[config.mk]
export PLATFORM = sky130hd
export DESIGN_NAME = prach_hb2_int_ch
export DESIGN_NICKNAME = d
export VERILOG_FILES = /design/src/rtl/prach_pkg.sv /design/src/rtl/delay.sv /design/src/rtl/prach_hb2_int_ch.sv
export SDC_FILE = /design/constraint.sdc
export NUM_CORES = 2
export LEC_CHECK = 0
export ABC_AREA = 1
export BUFFER_PORTS_ARGS = -buffer_cell sky130_fd_sc_hd__buf_2
export CAP_MARGIN = 10
export CORE_MARGIN = 4
export CORE_UTILIZATION = 60
export CTS_BUF_LIST = sky130_fd_sc_hd__clkbuf_8 sky130_fd_sc_hd__clkbuf_16
export DETAILED_ROUTE_END_ITERATION = 16
export GPL_TIMING_DRIVEN = 0
export PLACE_DENSITY = 0.81
export SLEW_MARGIN = 15
export SYNTH_ARGS = -nofsm -noshare
export SYNTH_HDL_FRONTEND = slang
export SYNTH_SLANG_ARGS = --single-unit
[constraint.sdc]
create_clock -name clk -period 6.7 [get_ports clk]
set_clock_uncertainty 0.1 [all_clocks]
set_input_delay 1.34 -clock clk [delete_from_list [all_inputs] [get_ports clk]]
set_output_delay 1.34 -clock clk [all_outputs]
set_load 0.05 [all_outputs]
[src/rtl/prach_pkg.sv]
// Shared PRACH constants: channel count, HB2 half-band coefficients and the
// hb2 stage latency, plus the round/saturate helper used by the HB2 stages.
package prach_pkg;

    localparam int NUM_CHANNEL = 32;
    localparam int CHN_W       = 8;
    localparam int HB2_LATENCY = 6;

    // fi(1,18,17) half-band coefficients shared with the x2 decimator
    localparam logic signed [17:0] HB2_C0 = -18'sd4249;
    localparam logic signed [17:0] HB2_C1 = 18'sd37013;

    // Takes accumulator bits [35:16] (rounding already added) and clips to 16 bits.
    // The result fits when bits [35:31] are all equal.
    function automatic logic [15:0] hb2_round_sat(input logic [19:0] acc_hi);
        logic [15:0] res;
        if (acc_hi[19:15] == 5'b00000 || acc_hi[19:15] == 5'b11111) begin
            res = acc_hi[15:0];
        end else if (acc_hi[19]) begin
            res = 16'h8000;
        end else begin
            res = 16'h7fff;
        end
        return res;
    endfunction

endpackage

[src/rtl/delay.sv]
// Fixed-length register delay line with synchronous active-low clear.
module delay #(
    parameter int WIDTH = 10,
    parameter int DELAY = 6
) (
    input  logic             clk,
    input  logic             rst_n,
    input  logic [WIDTH-1:0] din,
    output logic [WIDTH-1:0] dout
);

    logic [DELAY-1:0][WIDTH-1:0] pipe_q;
    logic [DELAY-1:0][WIDTH-1:0] pipe_d;

    // shift one stage per clock; stage 0 takes the new input
    always_comb begin
        pipe_d = {pipe_q[DELAY-2:0], din};
    end

    // delay line storage
    always_ff @(posedge clk) begin
        if (!rst_n) begin
            pipe_q <= '0;
        end else begin
            pipe_q <= pipe_d;
        end
    end

    assign dout = pipe_q[DELAY-1];

endmodule

[src/rtl/prach_hb2_int_ch.sv]
// Channel-interleaved half-band x2 interpolator. Each accepted sample yields the
// FIR phase (dp1) and the center-tap phase (dp2) of the same channel, six clocks
// later, with the dv/chn/sync sideband delayed alongside.
module prach_hb2_int_ch
    import prach_pkg::*;
(
    input  logic             clk,
    input  logic             rst_n,
    input  logic [15:0]      din_dq,
    input  logic             din_dv,
    input  logic [CHN_W-1:0] din_chn,
    input  logic             sync_in,
    output logic [15:0]      dout_dp1,
    output logic [15:0]      dout_dp2,
    output logic             dout_dv,
    output logic [CHN_W-1:0] dout_chn,
    output logic             sync_out,
    output logic             err_chn
);

    localparam int                HIST_DEPTH = 3 * NUM_CHANNEL;
    localparam logic signed [35:0] RND       = 36'sd32768;

    // history line: index 0 is newest, so depth k*NUM_CHANNEL is x[m-k] of this channel
    logic [HIST_DEPTH-1:0][15:0] hist_q, hist_d;

    logic signed [15:0] x0_q, x1_q, x2_q, x3_q;
    logic signed [15:0] x0_d, x1_d, x2_d, x3_d;
    logic signed [16:0] pa0_q, pa1_q, pa0_d, pa1_d;
    logic signed [34:0] p0_q, p1_q, p0_d, p1_d;
    logic signed [35:0] acc_full;
    logic        [19:0] acc_hi_q, acc_hi_d;
    logic        [15:0] sat_q, sat_d;
    logic        [15:0] dp1_q, dp1_d;
    logic [4:0][15:0]   dp2_q, dp2_d;
    logic               acc_lsb_unused;

    logic [CHN_W-1:0]   exp_chn_q, exp_chn_d;
    logic               err_q, err_d;

    logic [CHN_W+1:0]   side_out;

    // history advances only on accepted samples
    always_comb begin
        hist_d = hist_q;
        if (din_dv) begin
            hist_d = {hist_q[HIST_DEPTH-2:0], din_dq};
        end
    end

    // datapath: tap capture, pre-add, multiply, sum+round, saturate, output register
    always_comb begin
        x0_d     = din_dq;
        x1_d     = hist_q[NUM_CHANNEL-1];
        x2_d     = hist_q[2*NUM_CHANNEL-1];
        x3_d     = hist_q[HIST_DEPTH-1];
        pa0_d    = 17'(x0_q) + 17'(x3_q);
        pa1_d    = 17'(x1_q) + 17'(x2_q);
        p0_d     = 35'(pa0_q) * 35'(HB2_C0);
        p1_d     = 35'(pa1_q) * 35'(HB2_C1);
        acc_full = 36'(p0_q) + 36'(p1_q) + RND;
        acc_hi_d = acc_full[35:16];
        sat_d    = hb2_round_sat(acc_hi_q);
        dp1_d    = sat_q;
        dp2_d    = {dp2_q[3:0], x1_q};
    end

    // low accumulator bits only matter through the rounding carry
    assign acc_lsb_unused = ^acc_full[15:0];

    // expected-channel tracking; sync on a valid sample is the resync point
    always_comb begin
        exp_chn_d = exp_chn_q;
        err_d     = err_q;
        if (din_dv) begin
            if (sync_in) begin
                exp_chn_d = CHN_W'(1);
                err_d     = 1'b0;
            end else begin
                if (din_chn != exp_chn_q) begin
                    err_d = 1'b1;
                end
                exp_chn_d = (exp_chn_q == CHN_W'(NUM_CHANNEL - 1)) ? '0 : exp_chn_q + CHN_W'(1);
            end
        end
    end

    // state registers
    always_ff @(posedge clk) begin
        if (!rst_n) begin
            hist_q    <= '0;
            x0_q      <= '0;
            x1_q      <= '0;
            x2_q      <= '0;
            x3_q      <= '0;
            pa0_q     <= '0;
            pa1_q     <= '0;
            p0_q      <= '0;
            p1_q      <= '0;
            acc_hi_q  <= '0;
            sat_q     <= '0;
            dp1_q     <= '0;
            dp2_q     <= '0;
            exp_chn_q <= '0;
            err_q     <= 1'b0;
        end else begin
            hist_q    <= hist_d;
            x0_q      <= x0_d;
            x1_q      <= x1_d;
            x2_q      <= x2_d;
            x3_q      <= x3_d;
            pa0_q     <= pa0_d;
            pa1_q     <= pa1_d;
            p0_q      <= p0_d;
            p1_q      <= p1_d;
            acc_hi_q  <= acc_hi_d;
            sat_q     <= sat_d;
            dp1_q     <= dp1_d;
            dp2_q     <= dp2_d;
            exp_chn_q <= exp_chn_d;
            err_q     <= err_d;
        end
    end

    delay #(
        .WIDTH (CHN_W + 2),
        .DELAY (HB2_LATENCY)
    ) u_side_dly (
        .clk   (clk),
        .rst_n (rst_n),
        .din   ({din_dv, sync_in, din_chn}),
        .dout  (side_out)
    );

    assign {dout_dv, sync_out, dout_chn} = side_out;
    assign dout_dp1 = dp1_q;
    assign dout_dp2 = dp2_q[4];
    assign err_chn  = err_q;

endmodule
# ---- Word-level counts from Yosys, hierarchy flattened
# Index checks and enable logic that the tools add are counted.
dict set report classes {
  n_addsub 5
  n_mul 2
  n_eq_ne 3
  n_mux 6
  reduce_logical 4
}
# op count
set op_table {}
lappend op_table {{adder 36 x 17 -> 36 bit (second input constant)} 1}
lappend op_table {{adder 31 x 34 -> 35 bit} 1}
lappend op_table {{adder 16 x 16 -> 17 bit} 2}
lappend op_table {{multiplier 17 x 17 -> 34 bit (second input constant)} 1}
lappend op_table {{two-way mux 16 bit} 2}
lappend op_table {{multiplier 17 x 14 -> 31 bit (second input constant)} 1}
lappend op_table {{two-way mux 8 bit} 2}
lappend op_table {{adder 8 x 1 -> 8 bit (second input constant)} 1}
lappend op_table {{== test 8 x 5 -> 1 bit (second input constant)} 1}
lappend op_table {{inequality test 8 bit} 1}
lappend op_table {{== test 5 bit (second input constant)} 1}
lappend op_table {{logical NOT 5 bit} 1}
lappend op_table {{two-way mux 1 bit} 2}
lappend op_table {{AND reduction 2 bit} 1}
lappend op_table {{nonzero test 2 bit} 1}
lappend op_table {{logical OR 1 bit} 1}
dict set report word_totals {
  reg_bits 1900
}

# ---- Depth between registers and ports, before layout
dict set report logic_depth {
  word_depth 3
  mapped_depth 24
  mapped_depth_nobuf 24
}

# ---- Cells and area by module
# Synthesis repeated with hierarchy kept, for this count alone.
dict set report hier_totals {
  hier_cells 9915
  hier_area_um2 77702.0
}
# module n_inst cells_per_inst area_each_um2 seq_area_each_um2
set modules_own_cells {}
lappend modules_own_cells {prach_hb2_int_ch 1 9728 75906.6 36835.3}
lappend modules_own_cells {delay 1 187 1795.5 1201.2}

# ---- Worst setup path after synthesis
# No wires, ideal clock.
dict set report synth_timing {
  kind {flip-flop to flip-flop}
  startpoint {reg pa0_q[16]}
  endpoint {reg p0_q[27]}
  setup_time_ns 0.070
  t_arrival_ns 6.013
  required_time_ns 6.530
  setup_slack_ns 0.518
  path_stages_with_launch 23
  synth_period_minus_slack_ns 6.182
  cell_sequence {dfxtp_1 -> clkbuf_1 -> inv_1 -> fa_1 -> inv_1 -> fa_1 -> fa_1 -> inv_1 -> fa_1 -> inv_1 -> fa_1 -> inv_1 -> fa_1 -> inv_1 -> ha_1 -> nand2_1 -> nor2_1 -> nand2_1 -> o211ai_1 -> nand3_1 -> nand3_1 -> o21ai_0 -> a21oi_1}
}
dict set report synth_between {
  elab_chain_len 1
}
# item line
set synth_rtl {}
lappend synth_rtl {{start, declared} prach_hb2_int_ch.sv:29} ;# logic signed [16:0] pa0_q, pa1_q, pa0_d, pa1_d;
lappend synth_rtl {{start signal, assigned} prach_hb2_int_ch.sv:112} ;# pa0_q <= pa0_d;
lappend synth_rtl {{multiplier 17 x 14 -> 31 bit} prach_hb2_int_ch.sv:59} ;# p0_d = 35'(pa0_q) * 35'(HB2_C0);
lappend synth_rtl {{end signal, assigned} prach_hb2_int_ch.sv:114} ;# p0_q <= p0_d;
lappend synth_rtl {{end, declared} prach_hb2_int_ch.sv:30} ;# logic signed [34:0] p0_q, p1_q, p0_d, p1_d;
# No other way between the ends.
# A chain may end at the register's enable or synchronous reset.

# ---- Final worst setup path
dict set report layout_timing {
  startpoint {reg pa0_q[15]}
  endpoint {reg, netlist name p0_q[30]}
}
dict set report layout_between {
  elab_chain_len 1
}
# item line
set layout_rtl {}
lappend layout_rtl {{multiplier 17 x 14 -> 31 bit} prach_hb2_int_ch.sv:59}
# No other way between the ends.

==> summary.md <==
| Metric | Value |
|---|---|
| Run status | complete, no violations |
| Hold Path Cell Cnt | 2 |
| Placed Cells | about 12000 |
| Final GP Congestion | 0.9404 |
| Share of Yosys cell area claimed by the top area cell type | 49.19% |
| Setup-failing EPs final | 0 |
| Fin cells | approximately 12000 |
| Seq cells post-synth | 1900 |
| Worst Path Arrival | a little under 7 ns |
| Crit path from | pa0_q[15] |
| Final Hold Fails | 0 |
| Core footprint | 127800 um^2 |
| Avg Cell Area, Syn | slightly below 8 um^2 |
| Max-slew headroom | a little under a fifth |
| Sw Ratio | 31.55% |
| Wire per inst | about 15 um |
| Top cells by count, synth | nor2_1, dfxtp_1, o21ai_0, inv_1, nand2_1 |
| Hold Startpoint | dp2_d[47] |
| Final setup margin | about 0.41 ns |
| Syn_nets | roughly 10000 |
| Pre-CTS WS | -0.4700 ns |
| Synth area leader | dfxtp_1 |
| Synth Instances | between 9000 and 10000 |
| RR Endpoint | p0_q[30] |
| Pre-antenna DRT Iters | 6 |
| WL final | 177100 um |
| Antenna viol nets, final | 0 |
| Max IR drop VDD | ~0.00032 V |
| Initial Utilization | 60.49% |
| Int Power | 20.55 mW |
| Data required, critical path | a little over 7 ns |
| Die area | ~130000 um^2 |
| Clk_lat worst skew | about 0.84 ns |
| HP Class | flip-flop to flip-flop |
| Root Driver | clkbuf_16 |
| Net switching power | ~9.5 mW |
| Initial antenna violation count | 5 |
| CP Capture Type | flip-flop |
| Vias | approximately 63000 |
| First-pass GRT wire length | between 200000 and 300000 um |
| Synth async-reset ratio | 0% |
| Clock Path Buffers | 3 |
| Number of port buffers | slightly below 70 |
| Critical path type | flip-flop to flip-flop |
| Cts bufs inserted | around 180 |
| Power density over the cells | between 300 and 400 nW/um^2 |
| Nets@finish | 10670 |
| Dpl hpwl | between 100000 and 150000 um |
| WHS Endpoint | dp2_d[63] |
| Crit path time final | between 6 and 7 ns |
| Synth area leaders | dfxtp_1, nor2_1, o21ai_0 |
| Seq pwr share | between 40 and 50% |
| Layout cells sized above 1 | 4.241% |
| Die Ht | 367.0 um |
| Initial drt markers | 4759 |
| Total gr overflow | 0 |
| Vias per cell | around 5.3 |
| Layout Area Growth over Synthesis | 11.31% |
| FF-to-FF setup slack | 0.41 ns |
| Post-synth cell types | between 40 and 50 |
| Yosys warns | 0 |
| Top-Level Pins | 71 |
| Period utilization | between 90% and 100% |
| Sink Count | between 1500 and 2000 |
| Reg2reg path depth | 21 |
| Max-Cap Viols | 0 |
| TNS Setup | 0 ns |
| Slew @ Worst Pin | roughly 1.2 ns |
| Top-count cell post-synth | nor2_1 |
| Row count | around 130 |
| Worst flop-to-flop path startpoint | pa0_q[15] |
| Worst Setup Start Kind | flip-flop |
| H-tree depth | 4 |
| Vias in the first global route | 61540 |
| Fin. max-slew vios | 0 |
| Largest net degree at the start of global routing | 24 |
| Combinational share of power | between 20% and 30% |
| Cts hold-fix bufs | 0 |
| Fillers | approximately 10000 |
| EDFF count, synth | 0 |
| Clock network fraction of total power | about a third |
| RSZ-0062 raised after global routing | no |
| GRT Overall Usage | between 20% and 30% |
| Primary FF master, synth | dfxtp_1 |
| Clk slew on worst S/H paths | 0.07 ns |
| Fmax | ~160 MHz |
| CTS tree | yes |
| Seq/Total Area, Yosys | about 49% |
| Leak | 40.98 nW |
| Mapped Area | slightly below 80000 um^2 |
| Drt drc | 0 |
| CP Max Fanout | 6 |
| Die width | 367.0 um |
==> placed cells by master, fill, tap and decap left out, drive strengths merged, types with 16 or more instances in the layout <==
cell / synthesis / layout
fa: 190 / 190
nand2: 727 / 727
bufinv: 0 / 16
nor3: 29 / 29
nand4: 23 / 23
inv: 873 / 915
buf: 20 / 89
clkbuf: 529 / 744
nor2: 3138 / 3138
xnor2: 18 / 18
dfxtp: 1900 / 1900
a21oi: 214 / 214
nand3: 89 / 89
clkinv: 1 / 53
ha: 343 / 343
o21ai: 1610 / 1610
xor2: 18 / 18
o22ai: 48 / 48
o21a: 22 / 22
==> registers in the layout, summed over array words and instances (netlist names), 17 cells and up <==
| name | cells |
|---|---|
| u_side_dly.pipe_d | 50 |
| pa0_q | 17 |
| acc_hi_q | 20 |
| hist_q | 1488 |
| p1_q | 34 |
| dp2_d | 64 |
| p0_q | 31 |
| pa1_q | 17 |
==> per-stage QoR <==
| step | total power [mW] | utilization, % | hold WS [ns] | instance area (um^2) |
|---|---|---|---|---|
| 2_1_floorplan | 17.87 | - | 0.2905 | 77330 |
| 3_3_place_gp | 19.44 | 62.38 | 0.2947 | 79750 |
| 3_5_place_dp | 19.60 | 62.38 | 0.2947 | 79750 |
| 4_1_cts | 30.09 | 67.32 | 0.2554 | 86070 |
| 5_1_grt | 31.76 | 67.32 | 0.2976 | 86070 |
| 6_report | 30.02 | 67.33 | 0.2506 | 86070 |
==> repair_timing <==
item	in CTS	in global routing
buffers inserted	1	0
gates resized for setup	2	1
setup endpoints to repair	6	3
==> cell families (layout without fill, tap and decap cells) <==
logic type	count (synthesis)	in the layout	synth area share (%)
AND/OR/NAND/NOR	4020	4020	20.07
AO/OA/AOI/OAI	1946	1946	12.93
flip-flops	1900	1900	49.19
buffers and inverters	1423	1822	6.922
adder cells (fa/ha/maj)	533	533	10.47
XOR/XNOR	36	36	0.4174
other	0	2	0
==> layer usage <==
| layer | vias to the layer above | wire length, um | track usage [%] |
|---|---|---|---|
| li1 | 31600 | - | - |
| met2 | 1439 | 83320 | 44.09 |
| met3 | 347 | 8637 | 3.968 |
| met1 | 29310 | 80280 | 34.12 |
| met5 | - | 13 | 0 |
| met4 | 2 | 4881 | 7.879 |
==> worst max path at each step <==
stage | endpoint | cells past startpoint | slack (ns)
floorplan | p0_q[27] | 22 | 0.52
global placement | p0_q[30] | 22 | -0.34
detailed placement | p0_q[30] | 22 | -0.47
CTS | p0_q[30] | 22 | 0.17
global route | p0_q[30] | 21 | 0.22
finish | p0_q[30] | 21 | 0.41
==> area by class of cell <==
class                      instances  area [um^2]  share of cell area, %
buffer                           548         2072                  2.407
multi-input combinational       6535        33940                  39.43
antenna                            2        5.005               0.005815
tap                             1662         2079                  2.416
clock buffer                     216         5022                  5.835
clock inverter                   115         1280                  1.487
sequential                      1900        38040                  44.20
inverter                         874         3284                  3.816
timing repair buffer              69        347.8                 0.4041
==> critical path, stage by stage, from the launching register on <==
cell	delay, ns
dfxtp_1	0.47
inv_1	0.23
ha_1	0.43
xnor2_1	0.30
fa_1	0.50
fa_1	0.55
inv_1	0.05
fa_1	0.54
inv_1	0.06
fa_1	0.54
inv_1	0.05
fa_1	0.50
inv_1	0.04
ha_1	0.38
nand2_1	0.09
nor2_1	0.14
inv_1	0.09
nor4_1	0.34
nand4_1	0.23
nand3_1	0.14
nand2_1	0.05
nor2_1	0.34
==> power by group through the flow <==
stage                     sequential (mW)  combinational, mW  clock, mW
after floorplan                      12.8               5.10          0
after global placement               12.8               6.60          0
after detailed placement             12.9               6.74          0
after CTS                            12.6               6.83       10.6
after global routing                 12.7               7.92       11.1
final                                12.6               6.88       10.5
No activity file was read; power rests on OpenSTA's default activity.
